File: config.mk
export PLATFORM = sky130hd
export DESIGN_NAME = misr_multich_periph_flat
export DESIGN_NICKNAME = d
export VERILOG_FILES = /design/src/rtl/misr_multich_periph_if.sv /design/src/rtl/misr_multich_periph.sv /design/src/flat_wrapper.sv
export SDC_FILE = /design/constraint.sdc
export NUM_CORES = 1
export LEC_CHECK = 0
export BUFFER_PORTS_ARGS = -buffer_cell sky130_fd_sc_hd__buf_4
export CORE_AREA = 2 2 285 287
export CTS_CLUSTER_DIAMETER = 40
export CTS_CLUSTER_SIZE = 28
export DETAILED_ROUTE_END_ITERATION = 8
export DIE_AREA = 0 0 287 289
export GPL_ROUTABILITY_DRIVEN = 0
export PLACE_DENSITY = 0.63
export SYNTH_ARGS = -nofsm -noshare
export SYNTH_HDL_FRONTEND = slang
export SYNTH_SLANG_ARGS = --single-unit
export TNS_END_PERCENT = 5
File: constraint.sdc
create_clock -name clk_i -period 12.9 [get_ports clk_i]
set_clock_uncertainty 0.1 [all_clocks]
set_input_delay 2.58 -clock clk_i [delete_from_list [all_inputs] [get_ports clk_i]]
set_output_delay 2.58 -clock clk_i [all_outputs]
set_load 0.02 [all_outputs]
File: src/rtl/misr_multich_periph_if.sv
// Register bus between the AXI-to-register bridge and the MISR peripheral.
// The bridge drives the request side. The peripheral returns combinational read data.
interface misr_multich_periph_if #(
   parameter int NBIT_DATA = 64,
   parameter int NBIT_ADDR = 64
);
   logic                 re;
   logic                 we;
   logic [NBIT_ADDR-1:0] addr;
   logic [NBIT_DATA-1:0] wdata;
   logic [NBIT_DATA-1:0] rdata;

   modport master (output re, output we, output addr, output wdata, input rdata);
   modport slave  (input re, input we, input addr, input wdata, output rdata);
endinterface

File: src/rtl/misr_multich_periph.sv
// Multi-channel MISR signature unit.
// N_CH signature registers share one feedback polynomial and one sample counter.
// A start/run/done sequencer compresses exactly LENGTH samples.
// At the end it raises a sticky done flag and an optional level interrupt.
module misr_multich_periph #(
   parameter int                   NBIT_DATA  = 64,
   parameter int                   NBIT_ADDR  = 64,
   parameter int                   N_CH       = 4,
   parameter int                   NBIT_CNT   = 32,
   parameter logic [NBIT_ADDR-1:0] START_ADDR = NBIT_ADDR'(2**25)
) (
   input  logic                      clk_i,
   input  logic                      rst_ni,
   misr_multich_periph_if.slave      bus,
   input  logic                      sample_vld_i,
   input  logic [N_CH*NBIT_DATA-1:0] data_ch_i,
   output logic                      irq_o
);

   localparam int ALIGN = $clog2(NBIT_DATA / 8);
   localparam int IDX_W = NBIT_ADDR - ALIGN;

   typedef enum logic [1:0] {IDLE, RUN, DONE} state_t;

   state_t               state_q, state_d;
   logic [NBIT_CNT-1:0]  count_q, count_d;
   logic [NBIT_CNT-1:0]  length_q, length_d;
   logic [NBIT_DATA-1:0] coeff_q, coeff_d;
   logic                 irq_en_q, irq_en_d;
   logic [N_CH-1:0]      ch_en_q, ch_en_d;
   logic [NBIT_DATA-1:0] sig_q [N_CH];
   logic [NBIT_DATA-1:0] sig_d [N_CH];

   logic [NBIT_ADDR-1:0] off;
   logic [IDX_W-1:0]     idx;
   logic                 hit;
   logic                 ctrl_wr, coeff_wr, len_wr, start_cmd, clear_cmd;
   logic                 busy, done;
   logic [NBIT_DATA-1:0] status_w;
   logic [NBIT_DATA-1:0] rdata_c;

   // One MISR shift: multiply by x modulo the polynomial, then fold in the new sample.
   function automatic logic [NBIT_DATA-1:0] misr_step(input logic [NBIT_DATA-1:0] sig,
                                                      input logic [NBIT_DATA-1:0] coeff,
                                                      input logic [NBIT_DATA-1:0] din);
      return {sig[NBIT_DATA-2:0], 1'b0} ^ (sig[NBIT_DATA-1] ? coeff : '0) ^ din;
   endfunction

   // Register decode. Only word-aligned addresses inside the map are recognised.
   assign off       = bus.addr - START_ADDR;
   assign idx       = off[NBIT_ADDR-1:ALIGN];
   assign hit       = (bus.addr >= START_ADDR) && (off[ALIGN-1:0] == '0) &&
                      (idx < IDX_W'(4 + N_CH));
   assign ctrl_wr   = bus.we && hit && (idx == IDX_W'(0));
   assign coeff_wr  = bus.we && hit && (idx == IDX_W'(1));
   assign len_wr    = bus.we && hit && (idx == IDX_W'(2));
   assign start_cmd = ctrl_wr && bus.wdata[0];
   assign clear_cmd = ctrl_wr && bus.wdata[1];

   assign busy  = (state_q == RUN);
   assign done  = (state_q == DONE);
   assign irq_o = done && irq_en_q;

   // Next-state logic. CLEAR beats START, and both override any sample in the same cycle.
   always_comb begin
      state_d  = state_q;
      count_d  = count_q;
      length_d = length_q;
      coeff_d  = coeff_q;
      irq_en_d = irq_en_q;
      ch_en_d  = ch_en_q;
      sig_d    = sig_q;
      if (ctrl_wr) begin
         irq_en_d = bus.wdata[2];
         ch_en_d  = bus.wdata[16 +: N_CH];
      end
      if (coeff_wr && !busy) coeff_d = bus.wdata;
      if (len_wr && !busy) length_d = bus.wdata[NBIT_CNT-1:0];
      if (clear_cmd) begin
         state_d = IDLE;
         count_d = '0;
         for (int k = 0; k < N_CH; k++) sig_d[k] = '0;
      end else if (start_cmd) begin
         state_d = (length_q == '0) ? DONE : RUN;
         count_d = '0;
         for (int k = 0; k < N_CH; k++) sig_d[k] = '0;
      end else if (busy && sample_vld_i) begin
         for (int k = 0; k < N_CH; k++)
            if (ch_en_q[k]) sig_d[k] = misr_step(sig_q[k], coeff_q, data_ch_i[k*NBIT_DATA +: NBIT_DATA]);
         count_d = count_q + NBIT_CNT'(1);
         if (count_d == length_q) state_d = DONE;
      end
   end

   // Sequencer state register.
   always_ff @(posedge clk_i or negedge rst_ni) begin
      if (!rst_ni) state_q <= IDLE;
      else         state_q <= state_d;
   end

   // Configuration, counter and signature registers.
   always_ff @(posedge clk_i or negedge rst_ni) begin
      if (!rst_ni) begin
         count_q  <= '0;
         length_q <= '0;
         coeff_q  <= '0;
         irq_en_q <= 1'b0;
         ch_en_q  <= '0;
         for (int k = 0; k < N_CH; k++) sig_q[k] <= '0;
      end else begin
         count_q  <= count_d;
         length_q <= length_d;
         coeff_q  <= coeff_d;
         irq_en_q <= irq_en_d;
         ch_en_q  <= ch_en_d;
         sig_q    <= sig_d;
      end
   end

   // STATUS carries the sample count only when the register is wide enough to hold it.
   if (NBIT_DATA >= 32 + NBIT_CNT) begin : g_status_cnt
      // Status word with the sample count in the upper half.
      always_comb begin
         status_w                 = '0;
         status_w[32 +: NBIT_CNT] = count_q;
         status_w[1:0]            = {done, busy};
      end
   end else begin : g_status_flags
      // Status word with flags only.
      always_comb begin
         status_w      = '0;
         status_w[1:0] = {done, busy};
      end
   end

   // Combinational read mux. Read data is zero unless this is a pure read of a mapped register.
   always_comb begin
      rdata_c = '0;
      if (bus.re && !bus.we && hit) begin
         case (idx)
            IDX_W'(0): begin
               rdata_c[2]           = irq_en_q;
               rdata_c[16 +: N_CH]  = ch_en_q;
            end
            IDX_W'(1): rdata_c = coeff_q;
            IDX_W'(2): rdata_c = NBIT_DATA'(length_q);
            IDX_W'(3): rdata_c = status_w;
            default: begin
               for (int k = 0; k < N_CH; k++)
                  if (idx == IDX_W'(4 + k)) rdata_c = sig_q[k];
            end
         endcase
      end
   end

   assign bus.rdata = rdata_c;

endmodule

File: src/flat_wrapper.sv
// flat-port wrapper written by rule: the top's interface ports become plain ports
module misr_multich_periph_flat 
#(
   parameter int                   NBIT_DATA  = 64,
   parameter int                   NBIT_ADDR  = 64,
   parameter int                   N_CH       = 4,
   parameter int                   NBIT_CNT   = 32,
   parameter logic [NBIT_ADDR-1:0] START_ADDR = NBIT_ADDR'(2**25)
)
  (clk_i, rst_ni, sample_vld_i, data_ch_i, irq_o, bus_re, bus_we, bus_addr, bus_wdata, bus_rdata);
  misr_multich_periph_if #(.NBIT_DATA(NBIT_DATA), .NBIT_ADDR(NBIT_ADDR)) bus_i ();
  input  logic clk_i;
  input  logic rst_ni;
  input  logic sample_vld_i;
  input  logic [N_CH*NBIT_DATA-1:0] data_ch_i;
  output logic irq_o;
  input wire logic [$bits(bus_i.re)-1:0] bus_re;
  input wire logic [$bits(bus_i.we)-1:0] bus_we;
  input wire logic [$bits(bus_i.addr)-1:0] bus_addr;
  input wire logic [$bits(bus_i.wdata)-1:0] bus_wdata;
  output wire logic [$bits(bus_i.rdata)-1:0] bus_rdata;
  assign bus_i.re = bus_re;
  assign bus_i.we = bus_we;
  assign bus_i.addr = bus_addr;
  assign bus_i.wdata = bus_wdata;
  assign bus_rdata = bus_i.rdata;
  misr_multich_periph #(.NBIT_DATA(NBIT_DATA), .NBIT_ADDR(NBIT_ADDR), .N_CH(N_CH), .NBIT_CNT(NBIT_CNT), .START_ADDR(START_ADDR)) u_core (.clk_i(clk_i), .rst_ni(rst_ni), .bus(bus_i), .sample_vld_i(sample_vld_i), .data_ch_i(data_ch_i), .irq_o(irq_o));
endmodule
==> results.cfg, run 1 <==
[run_status]
outcome = complete, no violations

[place]
cell_count_after_placement = 4332
hpwl_um = 63800
place.port_buffers = 453

[timing]
setup_viol = 0
final_max_slew_viol_count = 0
sum_of_negative_setup_slack_ns = 0
minimum_clock_period_after_layout_ns = 9.00
min_period_over_period_pct = 69.8
tightest_slew_ns = 1.08
hold_viol_final = 0
clock.fmax_ghz = 0.111
grt_setup_unrepaired = false
worst_slew_margin_rel_pct = 25.9

[floorplan]
rows = 104
pin_count = 454
fp.dieArea_mm2 = 0.0829
die_width_um = 287
initial_utilization_pct = 32.8
area_of_the_core_mm2 = 0.0799
die_y_um = 289

[detailed_routing]
totalWireLength_um = 92900
detail_route.vias_per_cell = 5.22
via_count = 23400
routed_wire_length_per_instance_um = 20.7
drtPass1Iterations = 6
ant_nets = 0
detailedRoute.firstIterationViolations = 1662
drc = 0

[final_layout]
final.fill_count = 7954
drive_above_1_share_pct = 23.5
area.sequential_mm2 = 0.00979
non_filler_cells_final = 4489
area_growth_syn_to_fin_pct = 27.2
most-common-layout-cells = 613 x nor2_1, 542 x xnor2_1, 474 x buf_4
combined_area_of_the_multi_input_logic_cells_mm2 = 0.0156
final_net_count = 3751
layout_commonest_cell = nor2_1

[grt]
groute.usage.overall_pct = 22.0
first_global_vias = 23100
grt_first_pass_wirelength_um = 141000
grt_start_max_net_pins = 187
initial_antenna_violation_count = 5
globalRoute.totalOverflow = 0

[clocking]
cts_tree = yes
cts_root_buffer = clkbuf_16
cts_bufs_inserted = 85
clk_pin_slew_ns = 0.05
cts.sinks = 391
cts_repair_resize_count = 0
worstSkewPairLatency_ns = 0.62
cts_max_level = 3
cts.hold.buffers_added = 0
cts.path.max_buffers = 3
cts_setup_buffers = 0

[setup_path]
type_of_the_worst_setup_path = in -> out
worst-endpoint-required_ns = 10.22
worst-endpoint-arrival_ns = 6.32
worst_setup_path_start_kind = primary input
timing.critical_path.to_type = output pin
cp_max_fo = 64

[power]
irDropWorstVdd_mv = 0.0781
power-per-cell-area_mw_per_mm2 = 116
power_leakage_nw = 14.2

[synth]
ys.flop_type = dfrtp_1
yosysUniqueCellTypes = 62
edff_count_synth = 0
yosysWarnings = 0
yosys_register_bits = 391
post_synth.cell_area_avg_um2 = 8.73
synth_sequential_area_ratio_pct = 37.3
syn_area_mm2 = 0.0262
asyncSetResetFlopFracSynth_pct = 100
syn_inst_count = 3002
synth_nets = 3394

[hold_path]
hold_class = reg -> reg

[job]
drv_cap = 0
synthesized netlist by cell type (all sizes together), types with 5 or more instances:
library cell  count  area, µm²
and4              6       52.6
mux2i            42        420
buf              56        248
nor4             42        269
mux2            105       1180
nand2b            6       37.5
nor3b            34        255
mux4             63       1420
dfrtp           391       9780
or4               8       60.1
xnor2           542       4750
xor2             36        315
a22oi            27        203
a21oi           329       1650
o21ai            19       95.1
nand4            28        190
clkbuf          152        571
and3              7       43.8
nand3            21        105
nor3             87        435
and2              7       43.8
a31oi             5       31.3
inv              12       45.0
nor2            613       2300
nor2b             5       31.3
nand2           294       1100
or3               7       43.8
nor4b             6       67.6
where the power goes:
part | internal (mW) | switching [mW] | leakage (nW)
logic | 0.174 | 0.168 | 7.38
clock network | 1.49 | 0.754 | 1.40
registers | 1.24 | 0.0307 | 5.44
total | 2.90 | 0.953 | 14.2
state kept, by name, indices dropped and copies added, names as in the netlist:
name and cells:
u_core.state_q 2, u_core.coeff_q 64, u_core.irq_en_q 1, u_core.sig_q 256
u_core.ch_en_q 4, u_core.count_q 32, u_core.length_q 32
worst max-delay path: stages:
cell	delay, ns
buf_4	0.13
or4_1	0.57
or4_1	0.67
nor3b_1	0.27
a31o_2	0.19
o21ai_1	0.14
nor4b_1	0.49
nand2_4	0.58
nor3_1	0.44
buf_4	0.20
kinds of logic (layout without fill, tap and decap cells):
logic type	after synthesis	count (layout)	share of synthesized area, %
xor+xnor	578	578	19.3
simple gates	1183	1183	19.6
mux	210	210	11.5
flops	391	391	37.3
compound gates	416	416	8.71
buf+inv	220	644	3.30
fa+ha+maj	4	4	0.181
other cells	0	3	0
per-stage QoR:
step                      total power [mW]  instance area [µm²]  hold WS (ns)  setup slack [ns]  util [%]
final                                 3.85                33300         0.446              3.90      41.7
after global routing                  3.98                33300         0.469              3.59      41.7
after CTS                             3.90                33300         0.444              3.90      41.7
after detailed placement              1.63                30400         0.434              3.92      38.0
after global placement                1.63                30400         0.423              4.07      38.0
after floorplan                       1.44                26200         0.393              4.77         -
final cells by class:
type                    instances  area share [%]
multi-input cells            2391            46.8
inverters                      12           0.135
clock inverters                42            1.75
flip-flops and latches        391            29.4
repair buffers                478            10.8
diodes                          3          0.0225
clock buffers                 112            7.08
well taps                    1060            3.98
metal layers:
metal	up-vias	routed length (µm)	track usage, %
li1	10900	-	-
met4	4	2940	7.83
met1	11600	38700	27.9
met5	-	24	0
met2	802	45600	37.6
met3	173	5650	3.79
final timing paths:
check                                               from                        endpoint  slack, ns  depth (start not counted)
setup / recovery                            bus_addr[34]                    bus_rdata[3]       3.90                         10
hold / removal               u_core.irq_en_q$_DFFE_PN0P_     u_core.irq_en_q$_DFFE_PN0P_       0.45                          1
setup reg to reg           u_core.count_q[0]$_DFFE_PN0P_   u_core.state_q[0]$_DFFE_PN0P_       8.47                          9
hold reg to reg              u_core.irq_en_q$_DFFE_PN0P_     u_core.irq_en_q$_DFFE_PN0P_       0.45                          1
max in group asynchronous                         rst_ni  u_core.coeff_q[53]$_DFFE_PN0P_       8.60                          3
min in group asynchronous                         rst_ni   u_core.sig_q[139]$_DFFE_PN0P_       1.85                          1
(Power assumes the default switching activity.)
==> run 2, diff against run 1 <==
--- a/config.mk
+++ b/config.mk
@@ -12,7 +12,7 @@
 export DETAILED_ROUTE_END_ITERATION = 8
 export DIE_AREA = 0 0 287 289
 export GPL_ROUTABILITY_DRIVEN = 0
-export PLACE_DENSITY = 0.63
+export PLACE_DENSITY = 0.65
 export SYNTH_ARGS = -nofsm -noshare
 export SYNTH_HDL_FRONTEND = slang
 export SYNTH_SLANG_ARGS = --single-unit
==> constraint.sdc (replaced) <==
create_clock -name clk_i -period 7.75 [get_ports clk_i]
set_clock_uncertainty 0.1 [all_clocks]
set_input_delay 1.55 -clock clk_i [delete_from_list [all_inputs] [get_ports clk_i]]
set_output_delay 1.55 -clock clk_i [all_outputs]
set_load 0.02 [all_outputs]
==> results.cfg, run 2 (same netlist as run 1, synthesis figures left out) <==
[clocking]
cts_max_level = 3
clk_pin_slew_ns = 0.04
cts_root_buffer = clkbuf_16
cts_setup_buffers = 0
cts.hold.buffers_added = 0
cts_repair_resize_count = 0
cts_tree = yes
cts_bufs_inserted = 82
cts.path.max_buffers = 3
cts.sinks = 391
worstSkewPairLatency_ns = 0.60

[timing]
worst_slew_margin_rel_pct = 26.6
hold_viol_final = 0
clock.fmax_ghz = 0.145
final_max_slew_viol_count = 0
sum_of_negative_setup_slack_ns = 0
setup_viol = 0
minimum_clock_period_after_layout_ns = 6.88
tightest_slew_ns = 1.10
min_period_over_period_pct = 88.8
hold_slack_ns = 0.451
grt_setup_unrepaired = false
setup_ws_ns = 0.865

[detailed_routing]
drtPass1Iterations = 5
via_count = 23700
routed_wire_length_per_instance_um = 20.5
ant_nets = 0
detail_route.vias_per_cell = 5.27
totalWireLength_um = 92100
drc = 0
detailedRoute.firstIterationViolations = 1880

[final_layout]
layout.core_utilization_pct = 41.8
largest_registers = u_core.sig_q: 256 flops, u_core.coeff_q: 64 flops
final.fill_count = 7852
final_net_count = 3749
drive_above_1_share_pct = 23.5
layout_commonest_cell = nor2_1
largest_register_ff_count = 256
area_growth_syn_to_fin_pct = 27.4
largest-register = u_core.sig_q
most-common-layout-cells = 613 x nor2_1, 542 x xnor2_1, 469 x buf_4

[floorplan]
initial_utilization_pct = 32.8
die_width_um = 287
pin_count = 454
area_of_the_core_mm2 = 0.0799
die_y_um = 289
rows = 104
fp.dieArea_mm2 = 0.0829

[grt]
globalRouteMet1Util_pct = 27.1
initial_antenna_violation_count = 10
grtUsageMet2_pct = 36.7
groute.usage.overall_pct = 21.7
grt_first_pass_wirelength_um = 139000
grt.busiest_layer = met2
first_global_vias = 23500
grt_start_max_net_pins = 153
globalRouteMet3Util_pct = 3.46
globalRoute.totalOverflow = 0

[run_status]
outcome = complete, no violations

[setup_path]
cp_max_fo = 64
worst-endpoint-required_ns = 6.10
cp_num_buf_inv = 2
timing.critical_path.cells = buf_4, or4_1, or4_1, nor3b_1, a31o_2, o21ai_1, nor4b_1, nand2_4, nor3_1, buf_4
worst-endpoint-arrival_ns = 5.23
type_of_the_worst_setup_path = in -> out
worst_setup_path_start_kind = primary input
launch_point_of_the_worst_path = bus_addr[34]
timing.critical_path.to_type = output pin
critical-path-top-delay-family = simple AND/OR/NAND/NOR gates
critical_path.reg2reg.startpoint = u_core.count_q[0]$_DFFE_PN0P_
cp_slowest_cell = or4_1
max_stage_delay_ns = 0.65

[place]
hpwl_um = 63800
place.port_buffers = 453
dp_worst_setup_slack_ns = 0.890

[job]
drv_cap = 0

[hold_path]
holdCritStartpoint = u_core.sig_q[110]$_DFFE_PN0P_
hold_class = reg -> reg

[power]
irDropWorstVdd_mv = 0.134
power-per-cell-area_mw_per_mm2 = 191
power_leakage_nw = 14.3
## run 2: cell count changes in the layout (fill, tap and decap cells not counted), sizes merged
cell,change
diode,+5
inv,-1
buf,+1
bufinv,+3
clkbuf,-6
clkinv,+4
clkinvlp,-7
## run 2: metal layers
layer | vias to the layer above | wire length [µm]
met2 | 919 | 44900
met4 | 4 | 3890
li1 | 10800 | -
met3 | 225 | 5760
met5 | - | 23
met1 | 11700 | 37600
## run 2: final timing paths
check                                                end  slack [ns]  cells past startpoint
setup / recovery                           bus_rdata[32]        0.87                     10
min in group asynchronous   u_core.sig_q[11]$_DFFE_PN0P_        0.84                      1
hold reg to reg            u_core.sig_q[110]$_DFFE_PN0P_        0.45                      2
hold / removal             u_core.sig_q[110]$_DFFE_PN0P_        0.45                      2
setup reg to reg           u_core.state_q[0]$_DFFE_PN0P_        3.42                      9
max in group asynchronous  u_core.sig_q[127]$_DFFE_PN0P_        5.27                      2
## run 2: cell type report
type | count | area, µm² | share of cell area [%]
Timing Repair Buffer | 479 | 3700 | 11.1
Multi-Input combinational cell | 2391 | 15600 | 46.8
Tap cell | 1060 | 1330 | 3.97
Clock buffer | 106 | 2300 | 6.90
Inverter | 12 | 45.0 | 0.135
Antenna cell | 8 | 20.0 | 0.0600
Sequential cell | 391 | 9790 | 29.3
Clock inverter | 41 | 589 | 1.77
## run 2: through the flow
step           instances  cell area, µm²  total power, mW
2_1_floorplan       3002           26200             2.40
3_3_place_gp        4333           30500             2.71
3_5_place_dp        4333           30500             2.72
4_1_cts             4480           33400             6.46
5_1_grt             4488           33400             6.61
6_report            4488           33400             6.38
## run 2: report_power, final
part / internal, mW / switching (mW)
combinational: 0.291 / 0.278
sequential: 2.06 / 0.0525
clock: 2.52 / 1.18
## run 2: worst min-delay path, delay by kind of cell, from the launching register on
kind	cells	cell delay, ns
AO/OA/AOI/OAI	1	0.07
flip-flops	1	0.37
AND/OR/NAND/NOR	1	0.07
==> run 3, diff against run 2 <==
--- a/config.mk
+++ b/config.mk
@@ -5,12 +5,14 @@
 export SDC_FILE = /design/constraint.sdc
 export NUM_CORES = 1
 export LEC_CHECK = 0
+export ABC_AREA = 1
+export ABC_CLOCK_PERIOD_IN_PS = 7750
 export BUFFER_PORTS_ARGS = -buffer_cell sky130_fd_sc_hd__buf_4
-export CORE_AREA = 2 2 285 287
+export CORE_AREA = 2 2 296 298
 export CTS_CLUSTER_DIAMETER = 40
 export CTS_CLUSTER_SIZE = 28
 export DETAILED_ROUTE_END_ITERATION = 8
-export DIE_AREA = 0 0 287 289
+export DIE_AREA = 0 0 298 300
 export GPL_ROUTABILITY_DRIVEN = 0
 export PLACE_DENSITY = 0.65
 export SYNTH_ARGS = -nofsm -noshare
==> results.cfg, run 3 <==
[detailed_routing]
routed_wire_length_per_instance_um = 19.8
totalWireLength_um = 114000
ant_nets = 0
via_count = 29400
drtPass1Iterations = 6
detailedRoute.firstIterationViolations = 2919
drc = 0
detail_route.vias_per_cell = 5.14

[timing]
grt_setup_unrepaired = false
final_max_slew_viol_count = 0
clock.fmax_ghz = 0.149
hold_viol_final = 0
hold_slack_ns = 0.456
tightest_slew_ns = 1.06
setup_ws_ns = 1.03
setup_viol = 0
sum_of_negative_setup_slack_ns = 0
min_period_over_period_pct = 86.7
worst_slew_margin_rel_pct = 29.3
minimum_clock_period_after_layout_ns = 6.72

[setup_path]
type_of_the_worst_setup_path = in -> out
critical_path.reg2reg.startpoint = u_core.state_q[0]$_DFFE_PN0P_
launch_point_of_the_worst_path = bus_addr[25]
timing.critical_path.to_type = output pin
critical-path-top-delay-family = simple AND/OR/NAND/NOR gates
worst_setup_path_start_kind = primary input
cp_num_buf_inv = 5
cp_max_fo = 37
max_stage_delay_ns = 0.38
worst-endpoint-arrival_ns = 5.07
timing.critical_path.cells = buf_4, inv_1, ha_1, nand2_2, nor2_4, nand2_1, o21ai_1, nand2_1, nor2_1, nand2_1, nor2_1, nand2_1, nor2_4, nand2_4, inv_2, buf_12, a21oi_1, a21oi_1, buf_4
cell_seen_most_often_among_critical_path_stages = nand2_1
cp_slowest_cell = ha_1
worst-endpoint-required_ns = 6.10

[synth]
synth_sequential_area_ratio_pct = 34.6
synth_nets = 4515
post_synth_mux_area_share_pct = 0
yosys.cell_count.top_type = nand2_1
post_synth_and_or_nand_nor_area_fraction_pct = 30.1
xor_xnor_share_of_the_synthesized_area_pct = 16.6
edff_count_synth = 0
yosysWarnings = 0
post-synth-top-area-fraction_pct = 34.6
yosysUniqueCellTypes = 38
yosys_register_bits = 391
syn_inst_count = 4123
post_synth.cell_area_avg_um2 = 6.86
synth_largest_area_cell = dfrtp_1
largest_family_of_logic_cells_by_synthesized_area = simple AND/OR/NAND/NOR gates
synth_compound_gate_area_share_pct = 12.0
synthTopCellsByCount = 1384 x nand2_1, 395 x a21oi_1, 391 x dfrtp_1
yosys.area_share.adder_pct = 0.133
ys.flop_type = dfrtp_1
asyncSetResetFlopFracSynth_pct = 100
syn_area_mm2 = 0.0283
synth_area_leaders = dfrtp_1 35%, nand2_1 18%, xor2_1 8.6%

[floorplan]
area_of_the_core_mm2 = 0.0862
initial_utilization_pct = 32.8
die_y_um = 300
fp.dieArea_mm2 = 0.0894
pin_count = 454
die_width_um = 298
rows = 108

[clocking]
worstSkewPairLatency_ns = 0.62
cts_repair_resize_count = 0
cts.sinks = 391
cts.path.max_buffers = 3
cts_max_level = 3
cts_root_buffer = clkbuf_16
cts.hold.buffers_added = 0
clk_pin_slew_ns = 0.05
cts_bufs_inserted = 87
cts_tree = yes
cts_setup_buffers = 0

[final_layout]
most-common-layout-cells = 1382 x nand2_1, 487 x buf_4, 395 x a21oi_1
largest_registers = u_core.sig_q: 256 flops, u_core.coeff_q: 64 flops
layout_commonest_cell = nand2_1
final_net_count = 4876
drive_above_1_share_pct = 15.4
final.fill_count = 9008
largest_register_ff_count = 256
area_growth_syn_to_fin_pct = 26.6
largest-register = u_core.sig_q

[place]
hpwl_um = 81300
dp_worst_setup_slack_ns = 1.09
place.port_buffers = 453

[grt]
grt_first_pass_wirelength_um = 173000
first_global_vias = 28500
groute.usage.overall_pct = 24.8
globalRoute.totalOverflow = 0
initial_antenna_violation_count = 22
grt_start_max_net_pins = 126

[power]
irDropWorstVdd_mv = 0.155
finalPower_mw = 6.47
power_leakage_nw = 14.9
power-per-cell-area_mw_per_mm2 = 180

[hold_path]
holdCritStartpoint = u_core.state_q[0]$_DFFE_PN0P_
hold_class = reg -> reg

[run_status]
outcome = complete, no violations

[job]
drv_cap = 0
run 3: routing by layer:
layer	track usage [%]	wire length, µm	share of wire, %
met5	0	128	0.11
met1	32.5	47700	42
met2	39.5	52000	46
met3	5.51	9030	8.0
met4	10.6	4560	4.0
run 3: kinds of logic after synthesis:
family,after synthesis
AOI/OAI and AO/OA,660
xor gates and xnor gates,535
adders and majority gates,3
buffers and inverters,455
DFF,391
and+or+nand+nor,2079
run 3: cell type report:
cell class | instances | area, µm² | area share, %
Tap cell | 1155 | 1450 | 4.03
Clock inverter | 51 | 717 | 2.00
Clock buffer | 110 | 2400 | 6.69
Sequential cell | 391 | 9790 | 27.3
Multi-Input combinational cell | 3277 | 16700 | 46.6
Timing Repair Buffer | 499 | 3890 | 10.9
Inverter | 228 | 866 | 2.42
Antenna cell | 12 | 30.0 | 0.0838
run 3: worst paths after layout:
| kind | to | slack [ns] | depth (start not counted) |
|---|---|---|---|
| min in group asynchronous | u_core.sig_q[51]$_DFFE_PN0P_ | 0.85 | 1 |
| max | bus_rdata[15] | 1.03 | 19 |
| max reg2reg | u_core.sig_q[29]$_DFFE_PN0P_ | 4.30 | 10 |
| max in group asynchronous | u_core.sig_q[191]$_DFFE_PN0P_ | 5.16 | 2 |
| min | u_core.state_q[0]$_DFFE_PN0P_ | 0.46 | 2 |
| min reg2reg | u_core.state_q[0]$_DFFE_PN0P_ | 0.46 | 2 |
run 3: worst reg2reg max path: stages (launching register included):
cell	delay (ns)
dfrtp_1	0.38
inv_1	0.05
nor2_1	0.24
nand2_1	0.09
buf_4	0.25
inv_1	0.52
nand2_4	0.45
inv_2	0.13
buf_4	0.76
nand2_1	0.22
a21oi_1	0.19
run 3: where the power goes:
part	switching (mW)	total [mW]	internal, mW
clock	1.33	3.96	2.64
sequential	0	2.05	2.05
combinational	0.235	0.456	0.220
total	1.56	6.47	4.90
run 3: metrics by stage:
| step | utilization [%] | std cells | area [µm²] |
|---|---|---|---|
| after floorplan | - | 4123 | 28300 |
| after global placement | 37.9 | 5550 | 32700 |
| after detailed placement | 37.9 | 5550 | 32700 |
| after CTS | 41.5 | 5711 | 35800 |
| after global routing | 41.6 | 5723 | 35800 |
| final | 41.6 | 5723 | 35800 |
